**src/rtl/reg_bcd_converter_pkg.sv**
```systemverilog
// Shared definitions for the register-to-BCD converter: default sizes,
// FSM encoding and the BCD saturation digit.
package reg_bcd_converter_pkg;

    localparam int WIDTH_DEF  = 16;
    localparam int DIGITS_DEF = 4;

    typedef enum logic [1:0] {
        ST_IDLE  = 2'd0,
        ST_SHIFT = 2'd1,
        ST_DONE  = 2'd2
    } state_t;

    // Saturated display output is built by repeating this digit.
    localparam logic [3:0] BCD_NINE = 4'h9;

endpackage

```
**src/rtl/reg_bcd_converter_bcd_digit_adj.sv**
```systemverilog
// Double-dabble nibble correction: add 3 to any digit of 5 or more so the
// following left shift carries correctly into the next decimal digit.
module bcd_digit_adj (
    input  logic [3:0] din,
    output logic [3:0] dout
);

    assign dout = (din >= 4'd5) ? din + 4'd3 : din;

endmodule

```
**src/rtl/reg_bcd_converter.sv**
```systemverilog
// Sequential binary-to-BCD converter (shift-add-3, one bit per clock) that
// feeds the display controller; saturates to all-nines on overflow.
module reg_bcd_converter
    import reg_bcd_converter_pkg::*;
#(
    parameter int WIDTH  = WIDTH_DEF,
    parameter int DIGITS = DIGITS_DEF
) (
    input  logic                  clk,
    input  logic                  reset,
    input  logic                  start,
    input  logic [WIDTH-1:0]      bin_in,
    output logic                  ready,
    output logic                  busy,
    output logic                  valid,
    output logic [4*DIGITS-1:0]   bcd,
    output logic                  ovf
);

    localparam int SW = 4 * (DIGITS + 1);
    localparam int CW = $clog2(WIDTH + 1);

    state_t               state, state_nxt;
    logic [CW-1:0]        cnt;
    logic [SW-1:0]        scratch, scratch_adj;
    logic [WIDTH-1:0]     operand;
    logic [SW+WIDTH-1:0]  shifted;
    logic                 load, shift_en, finish;

    function automatic logic [4*DIGITS-1:0] sat_bcd(input logic [SW-1:0] s);
        if (s[SW-1 -: 4] != 4'd0)
            return {DIGITS{BCD_NINE}};
        return s[4*DIGITS-1:0];
    endfunction

    for (genvar d = 0; d < DIGITS + 1; d++) begin : g_adj
        bcd_digit_adj u_adj (
            .din  (scratch[4*d +: 4]),
            .dout (scratch_adj[4*d +: 4])
        );
    end

    assign shifted = {scratch_adj, operand} << 1;

    always_comb begin
        state_nxt = state;
        load      = 1'b0;
        shift_en  = 1'b0;
        finish    = 1'b0;
        case (state)
            ST_IDLE: begin
                if (start) begin
                    load      = 1'b1;
                    state_nxt = ST_SHIFT;
                end
            end
            ST_SHIFT: begin
                shift_en = 1'b1;
                if (cnt == CW'(1))
                    state_nxt = ST_DONE;
            end
            ST_DONE: begin
                finish    = 1'b1;
                state_nxt = ST_IDLE;
            end
            default: state_nxt = ST_IDLE;
        endcase
    end

    always_ff @(posedge clk or negedge reset) begin
        if (!reset) begin
            state   <= ST_IDLE;
            cnt     <= '0;
            scratch <= '0;
            bcd     <= '0;
            ovf     <= 1'b0;
            valid   <= 1'b0;
        end else begin
            state <= state_nxt;
            valid <= finish;
            if (load) begin
                cnt     <= CW'(WIDTH);
                scratch <= '0;
            end else if (shift_en) begin
                cnt     <= cnt - CW'(1);
                scratch <= shifted[SW+WIDTH-1:WIDTH];
            end
            if (finish) begin
                bcd <= sat_bcd(scratch);
                ovf <= (scratch[SW-1 -: 4] != 4'd0);
            end
        end
    end

    // Operand is pure data and only ever loaded before being consumed.
    always_ff @(posedge clk) begin
        if (load)
            operand <= bin_in;
        else if (shift_en)
            operand <= shifted[WIDTH-1:0];
    end

    assign ready = (state == ST_IDLE);
    assign busy  = (state == ST_SHIFT) || (state == ST_DONE);

endmodule

```
**config.mk**
```make
export PLATFORM = sky130hd
export DESIGN_NAME = reg_bcd_converter
export DESIGN_NICKNAME = d
export VERILOG_FILES = /design/src/rtl/reg_bcd_converter_pkg.sv /design/src/rtl/reg_bcd_converter_bcd_digit_adj.sv /design/src/rtl/reg_bcd_converter.sv
export SDC_FILE = /design/constraint.sdc
export NUM_CORES = 1
export LEC_CHECK = 0
export ABC_CLOCK_PERIOD_IN_PS = 2390
export BUFFER_PORTS_ARGS = -buffer_cell sky130_fd_sc_hd__buf_2
export CAP_MARGIN = 0
export CORE_ASPECT_RATIO = 0.5
export CORE_MARGIN = 5
export CORE_UTILIZATION = 39
export DETAILED_ROUTE_END_ITERATION = 7
export SYNTH_ARGS = -nofsm -noshare
export SYNTH_HDL_FRONTEND = slang
export SYNTH_SLANG_ARGS = --single-unit
export TNS_END_PERCENT = 10
```
**constraint.sdc**
```tcl
create_clock -name clk -period 2.39 [get_ports clk]
set_input_delay 0.239 -clock clk [delete_from_list [all_inputs] [get_ports clk]]
set_output_delay 0.239 -clock clk [all_outputs]
set_load 0.01 [all_outputs]
```
==> metrics.md <==
| Metric | Value |
|---|---|
| Status | finished, final reports clean |
| Max cap viols | 0 |
| Slew headroom | 69.10% |
| Global-route wire length before repair | 11110 um |
| Final period utilization | 72.82% |
| Antenna cells | 0 |
| IO Pins | 39 |
| Critical Path AT | 1750 ps |
| Worst-Margin Slew | 463.5 ps |
| Avg WL per Cell | 13.34 um |
| Share of layout cells above drive strength 1 | 17.47% |
| Largest net degree at the start of global routing | 37 |
| Post-synth EDFFs | 16 |
| Crit path required time | 2400 ps |
| Main combinational cell family by area after synthesis | simple AND/OR/NAND/NOR gates |
| CP max stage delay | 370 ps |
| Initial Utilization | 41.01% |
| Placer Congestion | 0.7985 |
| Post-route DRC | 0 |
| Netlist cell types | 34 |
| CTS sink count | 61 |
| Design Power | 5257 uW |
| Total grt overflow | 0 |
| VDD IR max | 520.0 uV |
| Post-synthesis adder-cell area fraction | 7.335% |
| Post-DP HPWL | 4496 um |
| Die area | 9855 um2 |
| Clock-pin slew on the worst setup and hold paths | 50 ps |
| Most frequent cells in the layout | nand2_1 (68), dfrtp_1 (45), buf_2 (38), inv_1 (26), o21ai_0 (24) |
| H-tree levels | 3 |
| Synth Area in Compound Gates | 13.53% |
| Initial antenna violation count | 0 |
| Clk buf depth | 2 |
| DRT antenna net count | 0 |
| Commonest non-fill, non-tap cell in the layout | nand2_1 |
| # Post-CTS Setup Buffers | 0 |
| Seq cells post-synth | 61 |
| TritonRoute pass-1 iters | 4 |
| RSZ-0062 raised after global routing | no |
| Dpl ws | 645.2 ps |
| Critical-path cell list | inv_1, ha_1, nand2_1, nand2b_1, buf_4 |
| Layout Nets | 404 |
| Highest clock rate | 574.6 MHz |
| Mapped Area | 3070 um2 |
| DR vias/cell | 4.904 |
| Chip height | 72.74 um |
| Core area | 7487 um2 |
| Main flop type after synthesis | dfrtp_1 |
| Vias | 2354 |
| Worst hold margin | 176.2 ps |
| Crit Path Max Fanout | 16 |
| Reg2reg setup slack | 650 ps |
| Total Wirelength | 6403 um |
| Startpoint types | register |
| All-Layer GR Usage | 14.41% |
| P_leak | 0.001655 uW |
| Synth async-reset ratio | 73.77% |
| CP bufs+invs | 2 |
| Final setup fails | 0 |
| Min-delay worst type | input pin to register |
| Post-synthesis mux area share | 0.6927% |
| PortBufs | 38 |
| Final min period | 1740 ps |
| Slowest cell on the critical path | dfrtp_1 |
| Vias in the first global route | 2367 |
| PD cells | 1425 nW/um2 |
| TritonCTS Buffers | 9 |
| Clk root buf | clkbuf_16 |
| Die Wd | 135.5 um |
| Syn avg cell area | 9.390 um2 |
| Violation count after the first detailed-route iteration | 188 |
| Max Clock Skew | 6.873 ps |
| XOR/XNOR Fraction of Synth Area | 1.426% |
| Slew Limit Fails | 0 |
| Final hold viol count | 0 |
| Clk Latency, worst-skew pair | 320 ps |
| Crit path setup slack, layout | 649.6 ps |
| Endpoint class of the critical path | register |
| Mapped Cells | 327 |
| Synthesis-to-layout area growth | 20.13% |
| Filler Cells Inserted | 728 |
| CP top delay family | simple AND/OR/NAND/NOR gates |
| Post-Synth Simple-Gate Area | 19.15% |
| Kind of critical path | register to register |
| Total negative slack | 0 ps |
| Sequential area share after synthesis | 52.32% |
| Fin util | 49.26% |
| CTS tree | built |
| Synth Net Count | 364 |
| FP Rows | 22 |
| Ys Warns | 0 |
[power by group]
| part | internal, uW | switching (uW) | total [uW] |
|---|---|---|---|
| combinational | 879 | 1240 | 2120 |
| sequential | 1630 | 335 | 1970 |
| clock | 747 | 429 | 1180 |
[timing repair]
item,CTS,global route
hold buffers,1,0
setup endpoints to repair,0,0
resized for setup,0,0
hold endpoints to repair,16,0
[layer usage]
| metal | global-route usage, % | vias to the layer above | part of all wire, % |
|---|---|---|---|
| li1 | - | 1184 | - |
| met1 | 18.66 | 1108 | 50 |
| met2 | 22.19 | 58 | 42 |
| met3 | 6.061 | 4 | 7.3 |
| met4 | 4.358 | 0 | 0.70 |
| met5 | 0 | - | 0 |
[area by class of cell]
class	instances	area, um2	share of cell area (%)
clock buffer	11	252.7	6.852
inverter	26	97.59	2.646
multi-input combinational	223	1294	35.07
timing repair buffer	46	277.8	7.531
sequential	61	1607	43.55
tap	108	135.1	3.664
clock inverter	5	25.02	0.6784
[tightest hold or removal path, cell delays in order]
cell,delay [ps]
buf_2,80
nand2_1,40
nand2_1,40
[cell families after synthesis]
group	after synthesis
AND/OR/NAND/NOR	128
AO/OA/AOI/OAI	70
flip-flops	61
buffers and inverters	43
adder cells (fa/ha/maj)	18
XOR/XNOR	5
multiplexers	2
[final timing paths]
| check | start | to | cells after the start |
|---|---|---|---|
| max | state[1] | operand[2] | 5 |
| min | bin_in[6] | operand[6] | 3 |
| max reg2reg | state[1] | operand[2] | 5 |
| min reg2reg | ovf | ovf | 2 |
| max in group asynchronous | reset | bcd[6] | 3 |
| min in group asynchronous | reset | scratch[16] | 2 |
[stage by stage]
step | cell area [um2] | instances
detailed placement | 3401 | 463
global placement | 3401 | 463
floorplan | 3070 | 327
finish | 3689 | 480
global route | 3689 | 480
CTS | 3689 | 480
[cell usage after synthesis, drive strengths merged (7+ instances only)]
| master | count | share of area, % |
|---|---|---|
| nand2 | 68 | 8.3 |
| dfrtp | 45 | 37 |
| inv | 26 | 3.2 |
| o21ai | 24 | 3.9 |
| a21oi | 21 | 3.8 |
| nor2 | 20 | 2.4 |
| ha | 18 | 7.3 |
| edfxtp | 16 | 16 |
| clkbuf | 10 | 1.2 |
| nand2b | 8 | 1.6 |
| o22ai | 8 | 1.6 |
| buf | 7 | 1.1 |
[sequential cells by signal, summed over array words and instances (netlist names)]
signal   flops
bcd         16
operand     16
state        2
cnt          5
scratch     20
valid        1
ovf          1
Note: power is estimated with default switching activity, not from simulation.
